File: config.mk
export PLATFORM = sky130hd
export DESIGN_NAME = gpioemu_host
export DESIGN_NICKNAME = d
export VERILOG_FILES = /design/src/rtl/gpioemu_host.sv
export SDC_FILE = /design/constraint.sdc
export NUM_CORES = 1
export LEC_CHECK = 0
export CAP_MARGIN = 20
export CORE_MARGIN = 4
export CORE_UTILIZATION = 47
export DETAILED_ROUTE_END_ITERATION = 10
export PLACE_DENSITY_LB_ADDON = 0.3
export SKIP_LAST_GASP = 1
export SLEW_MARGIN = 20
export SYNTH_ARGS = -nofsm -noshare
export SYNTH_HDL_FRONTEND = slang
export SYNTH_SLANG_ARGS = --single-unit
File: constraint.sdc
create_clock -name clk -period 3.05 [get_ports clk]
set_input_delay 0.4575 -clock clk [delete_from_list [all_inputs] [get_ports clk]]
set_output_delay 0.4575 -clock clk [all_outputs]
set_load 0.05 [all_outputs]
File: src/rtl/gpioemu_host.sv
// gpioemu_host: bus initiator that runs one A1*A2 multiply on the gpioemu peripheral and returns W and L.
// Define GPIOEMU_HOST_TIMEOUT_EN to bound status polling at POLL_LIMIT busy polls.
module gpioemu_host #(
  parameter int STROBE_CYCLES = 2,
  parameter int POLL_GAP      = 4,
  parameter int POLL_LIMIT    = 1024
) (
  input  logic        clk,
  input  logic        reset,
  input  logic        cmd_valid,
  output logic        cmd_ready,
  input  logic [23:0] cmd_a1,
  input  logic [23:0] cmd_a2,
  output logic        res_valid,
  input  logic        res_ready,
  output logic [31:0] res_w,
  output logic [23:0] res_l,
  output logic        res_ovf,
  output logic        res_timeout,
  output logic [15:0] saddress,
  output logic        srd,
  output logic        swr,
  output logic [31:0] sdata_out,
  input  logic [31:0] sdata_in
);

  localparam logic [15:0] ADDR_A1  = 16'h0380;
  localparam logic [15:0] ADDR_A2  = 16'h0388;
  localparam logic [15:0] ADDR_W   = 16'h0390;
  localparam logic [15:0] ADDR_L   = 16'h0398;
  localparam logic [15:0] ADDR_CTL = 16'h03A0;
  localparam logic [3:0]  STROBE_LAST = 4'(STROBE_CYCLES - 1);
  localparam logic [7:0]  GAP_LAST    = 8'(POLL_GAP - 1);

  typedef enum logic [3:0] {
    S_IDLE, S_WR_A1, S_WR_A2, S_WR_GO, S_POLL, S_GAP, S_RD_W, S_RD_L, S_RESP
  } state_t;

  typedef enum logic [1:0] {PH_SETUP, PH_STROBE, PH_HOLD} phase_t;

  state_t      state_q, state_d;
  phase_t      phase_q, phase_d;
  logic [3:0]  strobe_cnt_q, strobe_cnt_d;
  logic [7:0]  gap_cnt_q, gap_cnt_d;
  logic [23:0] a1_q, a1_d, a2_q, a2_d;
  logic [31:0] res_w_q, res_w_d;
  logic [23:0] res_l_q, res_l_d;
  logic        res_ovf_q, res_ovf_d;

  logic in_access, hold, cmd_fire, poll_busy, timeout_hit, is_read;

  assign in_access = (state_q == S_WR_A1) || (state_q == S_WR_A2) || (state_q == S_WR_GO) ||
                     (state_q == S_POLL)  || (state_q == S_RD_W)  || (state_q == S_RD_L);
  assign hold      = in_access && (phase_q == PH_HOLD);
  assign cmd_fire  = cmd_valid && (state_q == S_IDLE);
  assign poll_busy = hold && (state_q == S_POLL) && !sdata_in[1];

  always_ff @(posedge clk) begin
    if (reset) begin
      state_q      <= S_IDLE;
      phase_q      <= PH_SETUP;
      strobe_cnt_q <= '0;
      gap_cnt_q    <= '0;
    end else begin
      state_q      <= state_d;
      phase_q      <= phase_d;
      strobe_cnt_q <= strobe_cnt_d;
      gap_cnt_q    <= gap_cnt_d;
    end
  end

  always_comb begin
    state_d      = state_q;
    phase_d      = phase_q;
    strobe_cnt_d = strobe_cnt_q;
    gap_cnt_d    = gap_cnt_q;

    // Every access walks SETUP -> STROBE -> HOLD and returns to SETUP for the next one.
    if (in_access) begin
      case (phase_q)
        PH_SETUP: begin
          phase_d      = PH_STROBE;
          strobe_cnt_d = STROBE_LAST;
        end
        PH_STROBE: begin
          if (strobe_cnt_q == 4'd0) phase_d = PH_HOLD;
          else strobe_cnt_d = strobe_cnt_q - 4'd1;
        end
        default: phase_d = PH_SETUP;
      endcase
    end

    case (state_q)
      S_IDLE:  if (cmd_fire) state_d = S_WR_A1;
      S_WR_A1: if (hold) state_d = S_WR_A2;
      S_WR_A2: if (hold) state_d = S_WR_GO;
      S_WR_GO: if (hold) state_d = S_POLL;
      S_POLL: begin
        if (hold) begin
          if (sdata_in[1]) begin
            state_d = S_RD_W;
          end else if (timeout_hit) begin
            state_d = S_RESP;
          end else if (POLL_GAP == 0) begin
            state_d = S_POLL;
          end else begin
            state_d   = S_GAP;
            gap_cnt_d = GAP_LAST;
          end
        end
      end
      S_GAP: begin
        if (gap_cnt_q == 8'd0) state_d = S_POLL;
        else gap_cnt_d = gap_cnt_q - 8'd1;
      end
      S_RD_W:  if (hold) state_d = S_RD_L;
      S_RD_L:  if (hold) state_d = S_RESP;
      S_RESP:  if (res_ready) state_d = S_IDLE;
      default: state_d = S_IDLE;
    endcase
  end

  always_comb begin
    saddress  = 16'h0000;
    sdata_out = 32'h0000_0000;
    is_read   = 1'b0;
    case (state_q)
      S_WR_A1: begin
        saddress  = ADDR_A1;
        sdata_out = {8'h00, a1_q};
      end
      S_WR_A2: begin
        saddress  = ADDR_A2;
        sdata_out = {8'h00, a2_q};
      end
      S_WR_GO: saddress = ADDR_CTL;
      S_POLL: begin
        saddress = ADDR_CTL;
        is_read  = 1'b1;
      end
      S_RD_W: begin
        saddress = ADDR_W;
        is_read  = 1'b1;
      end
      S_RD_L: begin
        saddress = ADDR_L;
        is_read  = 1'b1;
      end
      default: ;
    endcase
    srd       = in_access && is_read && (phase_q == PH_STROBE);
    swr       = in_access && !is_read && (phase_q == PH_STROBE);
    cmd_ready = (state_q == S_IDLE);
    res_valid = (state_q == S_RESP);
  end

  always_ff @(posedge clk) begin
    if (reset) begin
      a1_q      <= '0;
      a2_q      <= '0;
      res_w_q   <= '0;
      res_l_q   <= '0;
      res_ovf_q <= 1'b0;
    end else begin
      a1_q      <= a1_d;
      a2_q      <= a2_d;
      res_w_q   <= res_w_d;
      res_l_q   <= res_l_d;
      res_ovf_q <= res_ovf_d;
    end
  end

  always_comb begin
    a1_d      = a1_q;
    a2_d      = a2_q;
    res_w_d   = res_w_q;
    res_l_d   = res_l_q;
    res_ovf_d = res_ovf_q;
    if (cmd_fire) begin
      a1_d = cmd_a1;
      a2_d = cmd_a2;
    end
    if (hold) begin
      case (state_q)
        S_POLL: begin
          res_ovf_d = ~sdata_in[0];
          // A timed-out command reports an all-zero result rather than stale data.
          if (poll_busy && timeout_hit) begin
            res_w_d   = '0;
            res_l_d   = '0;
            res_ovf_d = 1'b0;
          end
        end
        S_RD_W:  res_w_d = sdata_in;
        S_RD_L:  res_l_d = sdata_in[23:0];
        default: ;
      endcase
    end
  end

  assign res_w   = res_w_q;
  assign res_l   = res_l_q;
  assign res_ovf = res_ovf_q;

`ifdef GPIOEMU_HOST_TIMEOUT_EN
  localparam logic [15:0] POLL_LIMIT_W = 16'(POLL_LIMIT);

  logic [15:0] poll_cnt_q, poll_cnt_d, poll_cnt_inc;
  logic        res_timeout_q, res_timeout_d;

  assign poll_cnt_inc = (poll_cnt_q == 16'hFFFF) ? poll_cnt_q : poll_cnt_q + 16'd1;
  assign timeout_hit  = (poll_cnt_inc >= POLL_LIMIT_W);

  always_comb begin
    poll_cnt_d    = poll_cnt_q;
    res_timeout_d = res_timeout_q;
    if (cmd_fire) begin
      poll_cnt_d    = '0;
      res_timeout_d = 1'b0;
    end else if (poll_busy) begin
      poll_cnt_d = poll_cnt_inc;
      if (timeout_hit) res_timeout_d = 1'b1;
    end
  end

  always_ff @(posedge clk) begin
    if (reset) begin
      poll_cnt_q    <= '0;
      res_timeout_q <= 1'b0;
    end else begin
      poll_cnt_q    <= poll_cnt_d;
      res_timeout_q <= res_timeout_d;
    end
  end

  assign res_timeout = res_timeout_q;
`else
  assign timeout_hit = 1'b0;
  assign res_timeout = 1'b0;
`endif

endmodule

# After elaboration in Yosys (flattened, before gate mapping)
# Index checks and enable logic that the tools add are counted.
[op_classes] reduce_logical=27 n_div=0 mul=0 eq_ne=23 magnitude_cmp=0 addsub=2 mux=22 bitwise_logic=1 shift=0
[op_table] operator="one-hot mux 10 bit (5 select lines)" count=1
[op_table] operator="one-hot mux 24 bit (2 select lines)" count=1
[op_table] operator="two-way mux 4 bit" count=10
[op_table] operator="one-hot mux 4 bit (9 select lines)" count=1
[op_table] operator="two-way mux 8 bit" count=3
[op_table] operator="inequality test 2 bit (second input constant)" count=11
[op_table] operator="equality test 4 x 3 -> 1 bit (second input constant)" count=4
[op_table] operator="one-hot mux 8 bit (2 select lines)" count=1
[op_table] operator="AND reduction 9 bit" count=1
[op_table] operator="equality test 4 x 2 -> 1 bit (second input constant)" count=2
[op_table] operator="zero test 4 bit" count=2
[op_table] operator="zero test 8 bit" count=1
[op_table] operator="one-hot mux 4 bit (2 select lines)" count=1
[op_table] operator="AND reduction 2 bit" count=4
[op_table] operator="subtractor 8 x 1 -> 8 bit (second input constant)" count=1
[op_table] operator="logical AND 1 bit" count=6
[op_table] operator="logical OR 1 bit" count=5
[op_table] operator="equality test 4 x 1 -> 1 bit (second input constant)" count=1
[op_table] operator="equality test 4 bit (second input constant)" count=1
[op_table] operator="two-way mux 2 bit" count=2
[op_table] operator="inequality test 2 x 1 -> 1 bit (second input constant)" count=2
[op_table] operator="one-hot mux 2 bit (2 select lines)" count=1
[op_table] operator="AND reduction 4 bit" count=1
[op_table] operator="nonzero test 2 bit" count=2
[op_table] operator="10 further kinds" count=10
[word_totals] n_memories=0 latchBits=0 reg_bits=123 output_inout_bits=110 word_cells=84 mem_bits_rw=0 rom_bits=0 input_bits=84

# Longest topological paths before layout
# Gate-level depths: netlist (run 1).
[depth] ltp_word=9 mapped_depth=7 depth_no_buf=6

# Worst setup path before layout (run 1)
# No wires, ideal clock.
[synth_timing] kind="flip-flop to flip-flop" from="register state_q[3]" to="register a1_q[15]" arrival_time_ns=2.943 setup_ns=0.070 n_path_buf=2 synth_period_minus_slack_ns=3.013 t_required_ns=2.980 slack_ns=0.037 path_stages_with_launch=7 path_cell_list="dfxtp_1 > nor4_1 > and2_1 > buf_2 > buf_1 > nand2_1 > a21oi_1"
[synth_between] elab_chain_len=2
[synth_lines] element="start: declaration" line_no="41" rtl="state_t state_q, state_d;"
[synth_lines] element="start signal: assignment" line_no="65" rtl="state_q <= state_d;"
[synth_lines] element="zero test 4 bit"
[synth_lines] element="net cmd_ready" line_no="11" rtl="output logic cmd_ready,"
[synth_lines] element="logical AND 1 bit" line_no="55" rtl="assign cmd_fire = cmd_valid && (state_q == S_IDLE);"
[synth_lines] element="end signal: assignment" line_no="159" rtl="a1_q <= '0;"
[synth_lines] element="end signal: assignment" line_no="165" rtl="a1_q <= a1_d;"
[synth_lines] element="end: declaration" line_no="45" rtl="logic [23:0] a1_q, a1_d, a2_q, a2_d;"
# The timed path passes the listed nets, and every way through them passes these cells.
# A chain may end at the register's enable or synchronous reset.

# Worst setup path after layout (run 1)
[layout_timing] from="register state_q[1]" to="output port saddress[5]"
[layout_between] elab_chain_len=3 elab_cells_between_ends=8 classes_between="eq/ne: 6; mux: 1; reduce/logical: 1"
[layout_lines] element="equality test 4 x 2 -> 1 bit / equality test 4 x 3 -> 1 bit (equally long branches)" line_no="127" rtl="case (state_q)"
[layout_lines] element="OR reduction 2 bit (no line)"
[layout_lines] element="one-hot mux 10 bit (5 select lines) (*)" line_no="127"
[layout_lines] element="end: declaration" line_no="20" rtl="output logic [15:0] saddress,"
# Every way passes the cells marked *; elsewhere a longest branch is shown, timed or not.

==> results of run 1 <==
-- worst min path at each step --
stage,startpoint,end,slack [ns],depth (start not counted)
global route,res_w[12]$_SDFFE_PP0P_,res_w[12]$_SDFFE_PP0P_,0.47,2
global placement,res_l[3]$_SDFFE_PP0P_,res_l[3]$_SDFFE_PP0P_,0.44,2
CTS,reset,a1_q[23]$_SDFFE_PP0P_,0.44,2
detailed placement,res_w[6]$_SDFFE_PP0P_,res_w[6]$_SDFFE_PP0P_,0.45,2
floorplan,a2_q[0]$_SDFFE_PP0P_,a2_q[0]$_SDFFE_PP0P_,0.44,2
finish,reset,a1_q[22]$_SDFFE_PP0P_,0.45,2
-- flip-flops by register name, indices dropped and copies added (netlist names) --
| signal | count |
|---|---|
| state_q | 4 |
| res_ovf | 1 |
| a1_q | 24 |
| res_l | 24 |
| a2_q | 24 |
| gap_cnt_q | 8 |
| phase_q | 2 |
| res_w | 32 |
| strobe_cnt_q | 4 |
-- synthesized netlist by cell type, types with 2 or more instances --
| library cell | n | area, sq um |
|---|---|---|
| nor2b_1 | 2 | 12.5 |
| nor2_1 | 14 | 52.6 |
| nand4_1 | 2 | 12.5 |
| nand2b_1 | 3 | 18.8 |
| nand3_1 | 9 | 45.0 |
| or3b_2 | 2 | 17.5 |
| nand2_1 | 215 | 807 |
| o21ai_0 | 5 | 25.0 |
| a2111oi_0 | 2 | 17.5 |
| buf_2 | 6 | 30.0 |
| buf_1 | 2 | 7.51 |
| o2111ai_1 | 3 | 26.3 |
| nor3_1 | 4 | 20.0 |
| or4_1 | 2 | 15.0 |
| buf_4 | 21 | 158 |
| clkbuf_1 | 35 | 131 |
| a22o_1 | 24 | 210 |
| and3_1 | 2 | 12.5 |
| o211ai_1 | 3 | 22.5 |
| a41o_1 | 2 | 20.0 |
| nor4_1 | 3 | 18.8 |
| a211oi_1 | 4 | 30.0 |
| mux2i_1 | 3 | 30.0 |
| inv_1 | 12 | 45.0 |
| a21oi_1 | 109 | 546 |
| or3_1 | 4 | 25.0 |
| a2111o_1 | 2 | 22.5 |
| dfxtp_1 | 123 | 2460 |
| ha_1 | 4 | 50.1 |
| xor2_1 | 4 | 35.0 |
-- report_power, final --
part	internal [mW]	switching, mW	total (mW)
logic	0.483	0.994	1.48
clock network	1.44	0.742	2.18
registers	1.76	0.141	1.90
-- cells by family after synthesis --
family          after synthesis
mux                           3
buf+inv                      76
other cells                   1
simple gates                269
fa+ha+maj                     4
xor+xnor                      4
flops                       123
compound gates              164
-- metal layers --
metal | vias up | global-route usage [%] | part of all wire [%]
met5 | - | 0 | 0
met3 | 30 | 10.9 | 10
li1 | 2448 | - | -
met4 | 0 | 8.65 | 2.7
met1 | 2315 | 26.1 | 40
met2 | 213 | 37.1 | 47
-- stage by stage --
stage | std cells | utilization [%] | total power, mW
detailed placement | 916 | 64.8 | 3.42
global placement | 916 | 64.8 | 3.38
floorplan | 662 | - | 3.00
CTS | 948 | 70.9 | 5.59
finish | 948 | 71.0 | 5.56
global route | 948 | 71.0 | 5.80
-- worst reg2reg max path, delay by kind of cell (launching register included) --
family          cells  cell delay [ns]
compound gates      2             0.99
mux                 1             0.25
simple gates        1             0.60
flops               1             0.64
-- area by class of cell --
| cell class | count | area (sq um) | share of cell area, % |
|---|---|---|---|
| repair buffers | 182 | 1740 | 23.5 |
| inverters | 12 | 45.0 | 0.609 |
| well taps | 136 | 170 | 2.30 |
| clock buffers | 19 | 432 | 5.84 |
| flip-flops and latches | 123 | 2460 | 33.3 |
| clock inverters | 13 | 214 | 2.89 |
| multi-input cells | 463 | 2330 | 31.5 |
==> summary.txt, run 1 <==
Status
  – Status: finished, final reports clean

CTS
  – Root Buffer: clkbuf_8
  – Hold Buf Count CTS: 0
  – H-tree Lvls: 4
  – Post-CTS Setup Bufs: 0
  – CTS tree: yes
  – Number of buffers created by CTS: 17
  – Longest Clk Path Bufs: 2
  – CTS Sinks: approximately 120
  – Cts repair resizes: 4
  – Clk pin slew, worst setup/hold paths: about 0.06 ns
  – Clock Latency Late Sink: roughly 0.51 ns

STA
  – Final Setup Violations: 0
  – Slew Limit Fails: 0
  – Tmin final: 2.91 ns
  – Worst slew margin: between 50 and 60%
  – Clock skew after layout: 0.00995 ns
  – Hold WS: ~0.45 ns
  – RSZ-0062 raised after global routing: false
  – Final Hold Viols: 0
  – Setup WS post-layout: 0.143 ns
  – Fin crit share: between 90% and 100%
  – Fin Setup TNS: 0 ns
  – Max Clock Freq: around 0.34 GHz
  – Worst Tran Pin Value: 0.658 ns

Placement
  – Setup WS pre-CTS: roughly 0.45 ns
  – DP Area: between 0.006 and 0.007 sq mm
  – Placer Congestion: ~0.8
  – Port Buffers: between 150 and 200
  – Post-DP HPWL: 10.0 mm

Critical path
  – Worst R2R Start: state_q[2]$_SDFFE_PP0P_
  – CP Data Arrival Time: approximately 2.5 ns
  – Reg-to-Reg End: gap_cnt_q[5]$_SDFFE_PP0P_
  – Critical path class: flop to primary output
  – R2R Setup Slk: approximately 0.5 ns
  – CP endpoint kind: primary output
  – Startpoint types: flop
  – Stages on the worst setup path: 5
  – Critical path's slowest cell: clkdlybuf4s50_1
  – CP cell instances: nand2_1, nor2_1, a21oi_1, nor2_1, clkdlybuf4s50_1
  – Critical path capture point: saddress[5]
  – Slowest stage delay, CP: 0.82 ns
  – Buf/Inv on CP: 1
  – Reg2Reg Depth: 4
  – CP delay by family, top: buffers and inverters
  – Crit-path max FO: 15
  – Data required, critical path: 2.59 ns
  – CP Launch Point: state_q[1]$_SDFFE_PP0P_
  – Crit path top cell by count: nor2_1

Floorplanning
  – Die width: roughly 110 microns
  – Total die area: approximately 0.013 sq mm
  – Core Region: approximately 0.010 sq mm
  – IO Pins: between 150 and 200
  – Initial Util: between 40 and 50%
  – Die height: 112 microns
  – Cell Rows: 37

Synth
  – EDFF count, synth: 0
  – Register area share after synthesis: between 40% and 50%
  – Synth Area in Compound Gates: slightly below 20%
  – Largest family of logic cells by synthesized area: simple AND/OR/NAND/NOR gates
  – Synthesized area: 0.00508 sq mm
  – Mean Syn Cell Area: approximately 7.9 sq um
  – Xor/xnor share of the synthesized area: 0.690%
  – Yosys warns: 0
  – Synth cell types: 48
  – Synth Area in Adders: less than 1%
  – Multiplexer share of the synthesized area: 0.591%
  – Ys async rst share: 0%
  – Most used DFF post-synth: dfxtp_1
  – Cells after synthesis: between 600 and 700
  – #FFs+latches synth: approximately 120
  – Synth Area in Simple Gates: between 20 and 25%

Detailed routing
  – Antenna-violating nets left: 0
  – Starting DRC count in detailed routing: 354
  – DRC errors left: 0
  – Total Wirelength: 14.6 mm
  – Vias: about 5000
  – First-pass DRT Iterations: 7
  – Via density: about 5.3
  – Routed len/inst: 15.4 microns

Power and ir drop
  – Worst vdd ir: 0.382 mV
  – Leakage: roughly 2.8 nW
  – Pwr dens: between 700 and 800 mW/mm^2

Global routing
  – Grt ovf: 0
  – Initial antenna violation count: 0
  – GRT Total Usage: roughly 23%
  – Global-route wire length before repair: approximately 24 mm
  – Number of global-route vias before repair: a little under 5000
  – Pin count of the biggest net entering global routing: between 60 and 70

Layout
  – Final Instance Area: 0.00739 sq mm
  – Nets: between 800 and 900
  – Layout cells sized above 1: between 8 and 9%
  – Inserted Diodes: 0
  – Area delta synth->final: 45.6%
  – Most common cell after layout, fill and taps aside: nand2_1
  – Most frequent cells in the layout: nand2_1, clkdlybuf4s50_1, dfxtp_1
  – FILL cells: 801

Job
  – Max_cap viols: 0

Hold path
  – Worst hold path type: primary input to flop
(Power assumes the default switching activity.)
==> inputs of run 2 (changes only) <==
- CTS_CLUSTER_SIZE: not set -> 14
==> results of run 2 <==
Final layout, timing and power as in run 1 (identical DEF).
==> inputs of run 3 (changes only) <==
- GPL_ROUTABILITY_DRIVEN: not set -> 0
- GPL_TIMING_DRIVEN: not set -> 0
- PLACE_DENSITY_LB_ADDON: 0.3 -> 0.2
==> run 3 against run 2 <==
Effect of this change:
- sequential share of layout area down 1.4 points
- via count up 5.3%
- first-iteration DRC count up 12%
- clock skew down 0.0035 ns
- global-route usage up 2.5 points
- die area unchanged
- wire length up 11%
- critical path type unchanged
- largest power group unchanged
==> summary.txt, run 3 (synthesized netlist as in run 1, its figures left out) <==
STA
  – Tmin final: ~3 ns
  – RSZ-0062 raised after global routing: false
  – Final Setup Violations: 0
  – Clock skew after layout: 0.00647 ns
  – Fin crit share: 96.0%
  – Worst slew margin: just under 50%
  – Max Clock Freq: 0.342 GHz
  – Final Hold Viols: 0
  – Slew Limit Fails: 0
  – Worst Tran Pin Value: between 0.7 and 0.8 ns

Floorplanning
  – IO Pins: 194
  – Cell Rows: 37
  – Die height: around 110 microns
  – Total die area: 0.0125 sq mm
  – Initial Util: 48.7%
  – Core Region: 0.0104 sq mm
  – Die width: ~110 microns

Global routing
  – Number of global-route vias before repair: between 5000 and 6000
  – Pin count of the biggest net entering global routing: 17
  – GRT Total Usage: around a quarter
  – Grt ovf: 0
  – Initial antenna violation count: 0
  – Global-route wire length before repair: between 20 and 30 mm

Status
  – Status: finished, final reports clean

Detailed routing
  – Starting DRC count in detailed routing: just under 400
  – Vias: 5270
  – Antenna-violating nets left: 0
  – Via density: roughly 5.2
  – Routed len/inst: between 15 and 20 microns
  – DRC errors left: 0
  – First-pass DRT Iterations: 5
  – Total Wirelength: about 16 mm

Critical path
  – Critical path class: flop to primary output
  – CP Data Arrival Time: roughly 2.5 ns
  – Slowest stage delay, CP: between 0.8 and 0.9 ns
  – Buf/Inv on CP: 3
  – CP cell instances: buf_2, inv_1, a211oi_1, clkdlybuf4s50_1
  – Startpoint types: flop
  – CP delay by family, top: buffers and inverters
  – Critical path's slowest cell: clkdlybuf4s50_1
  – Data required, critical path: between 2 and 3 ns
  – Crit-path max FO: 10
  – CP endpoint kind: primary output

CTS
  – Clk pin slew, worst setup/hold paths: around 0.060 ns
  – Longest Clk Path Bufs: 2
  – Root Buffer: clkbuf_8
  – CTS Sinks: around 120
  – Clock Latency Late Sink: between 0.5 and 0.6 ns
  – Number of buffers created by CTS: 17
  – CTS tree: yes
  – H-tree Lvls: 4

Layout
  – Area delta synth->final: 51.8%
  – Most common cell after layout, fill and taps aside: nand2_1
  – Max FFs per register: 32
  – Most frequent cells in the layout: nand2_1, clkdlybuf4s50_1, dfxtp_1
  – Nets: approximately 940
  – Final core occ: about 74%
  – Layout cells sized above 1: roughly a tenth
  – FILL cells: 767
  – Inserted Diodes: 0

Hold path
  – Worst hold path type: flop to flop

Power and ir drop
  – Leakage: 2.91 nW
  – Pwr dens: around 730 mW/mm^2
  – Worst vdd ir: roughly 0.44 mV
  – Power, Total: 5.61 mW

Placement
  – Port Buffers: between 150 and 200
  – Post-DP HPWL: between 10 and 15 mm

Job
  – Max_cap viols: 0
-- run 3: metal layers --
| metal | track usage, % | up-vias | wire [microns] |
|---|---|---|---|
| met2 | 43.8 | 233 | 8010 |
| met4 | 9.54 | 0 | 395 |
| met3 | 10.2 | 34 | 1770 |
| met1 | 27.8 | 2435 | 6070 |
| li1 | - | 2568 | - |
| met5 | 0 | - | 0 |
-- run 3: path summary, 6_finish.rpt --
path / endpoint / slack [ns] / start / depth (start not counted)
max: srd / 0.12 / state_q[1]$_SDFFE_PP0P_ / 4
min: res_w[0]$_SDFFE_PP0P_ / 0.45 / res_w[0]$_SDFFE_PP0P_ / 2
max reg2reg: res_l[19]$_SDFFE_PP0P_ / 0.71 / state_q[1]$_SDFFE_PP0P_ / 6
min reg2reg: res_w[0]$_SDFFE_PP0P_ / 0.45 / res_w[0]$_SDFFE_PP0P_ / 2
-- run 3: worst min-delay path, cell delays in order (launching register included) --
cell	delay [ns]
dfxtp_1	0.30
nand2_1	0.05
a21oi_1	0.05
-- run 3: power by group --
part / switching [mW] / total, mW / internal (mW) / leakage (nW)
clock network: 0.736 / 2.07 / 1.33 / 0.291
logic: 1.10 / 1.67 / 0.572 / 1.62
registers: 0.106 / 1.87 / 1.76 / 0.999
-- run 3: per-stage QoR --
step	area, sq um	hold WS [ns]	setup TNS, ns	worst slack [ns]	instances
2_1_floorplan	5140	0.436	0	0.0368	662
3_3_place_gp	7060	0.440	-4.22	-0.235	972
3_5_place_dp	7060	0.447	-6.09	-0.338	972
4_1_cts	7700	0.453	-0.0736	-0.0736	1004
5_1_grt	7710	0.466	0	0.0224	1004
6_report	7710	0.452	0	0.123	1004
-- run 3: area by class of cell --
class | count | area, sq um | share of cell area, %
Sequential cell | 123 | 2460 | 31.9
Multi-Input combinational cell | 463 | 2320 | 30.1
Timing Repair Buffer | 175 | 1770 | 22.9
Clock buffer | 18 | 418 | 5.42
Buffer | 63 | 329 | 4.27
Clock inverter | 14 | 196 | 2.55
Tap cell | 136 | 170 | 2.21
Inverter | 12 | 45.0 | 0.584
-- run 3: timing repair --
| item | 4_1_cts | 5_1_grt |
|---|---|---|
| hold buffers | 0 | 0 |
| gates resized for setup | 68 | 6 |
| buffers inserted | 1 | 0 |
| pin swaps | 1 | 0 |
| endpoints found under the setup margin | 25 | 21 |
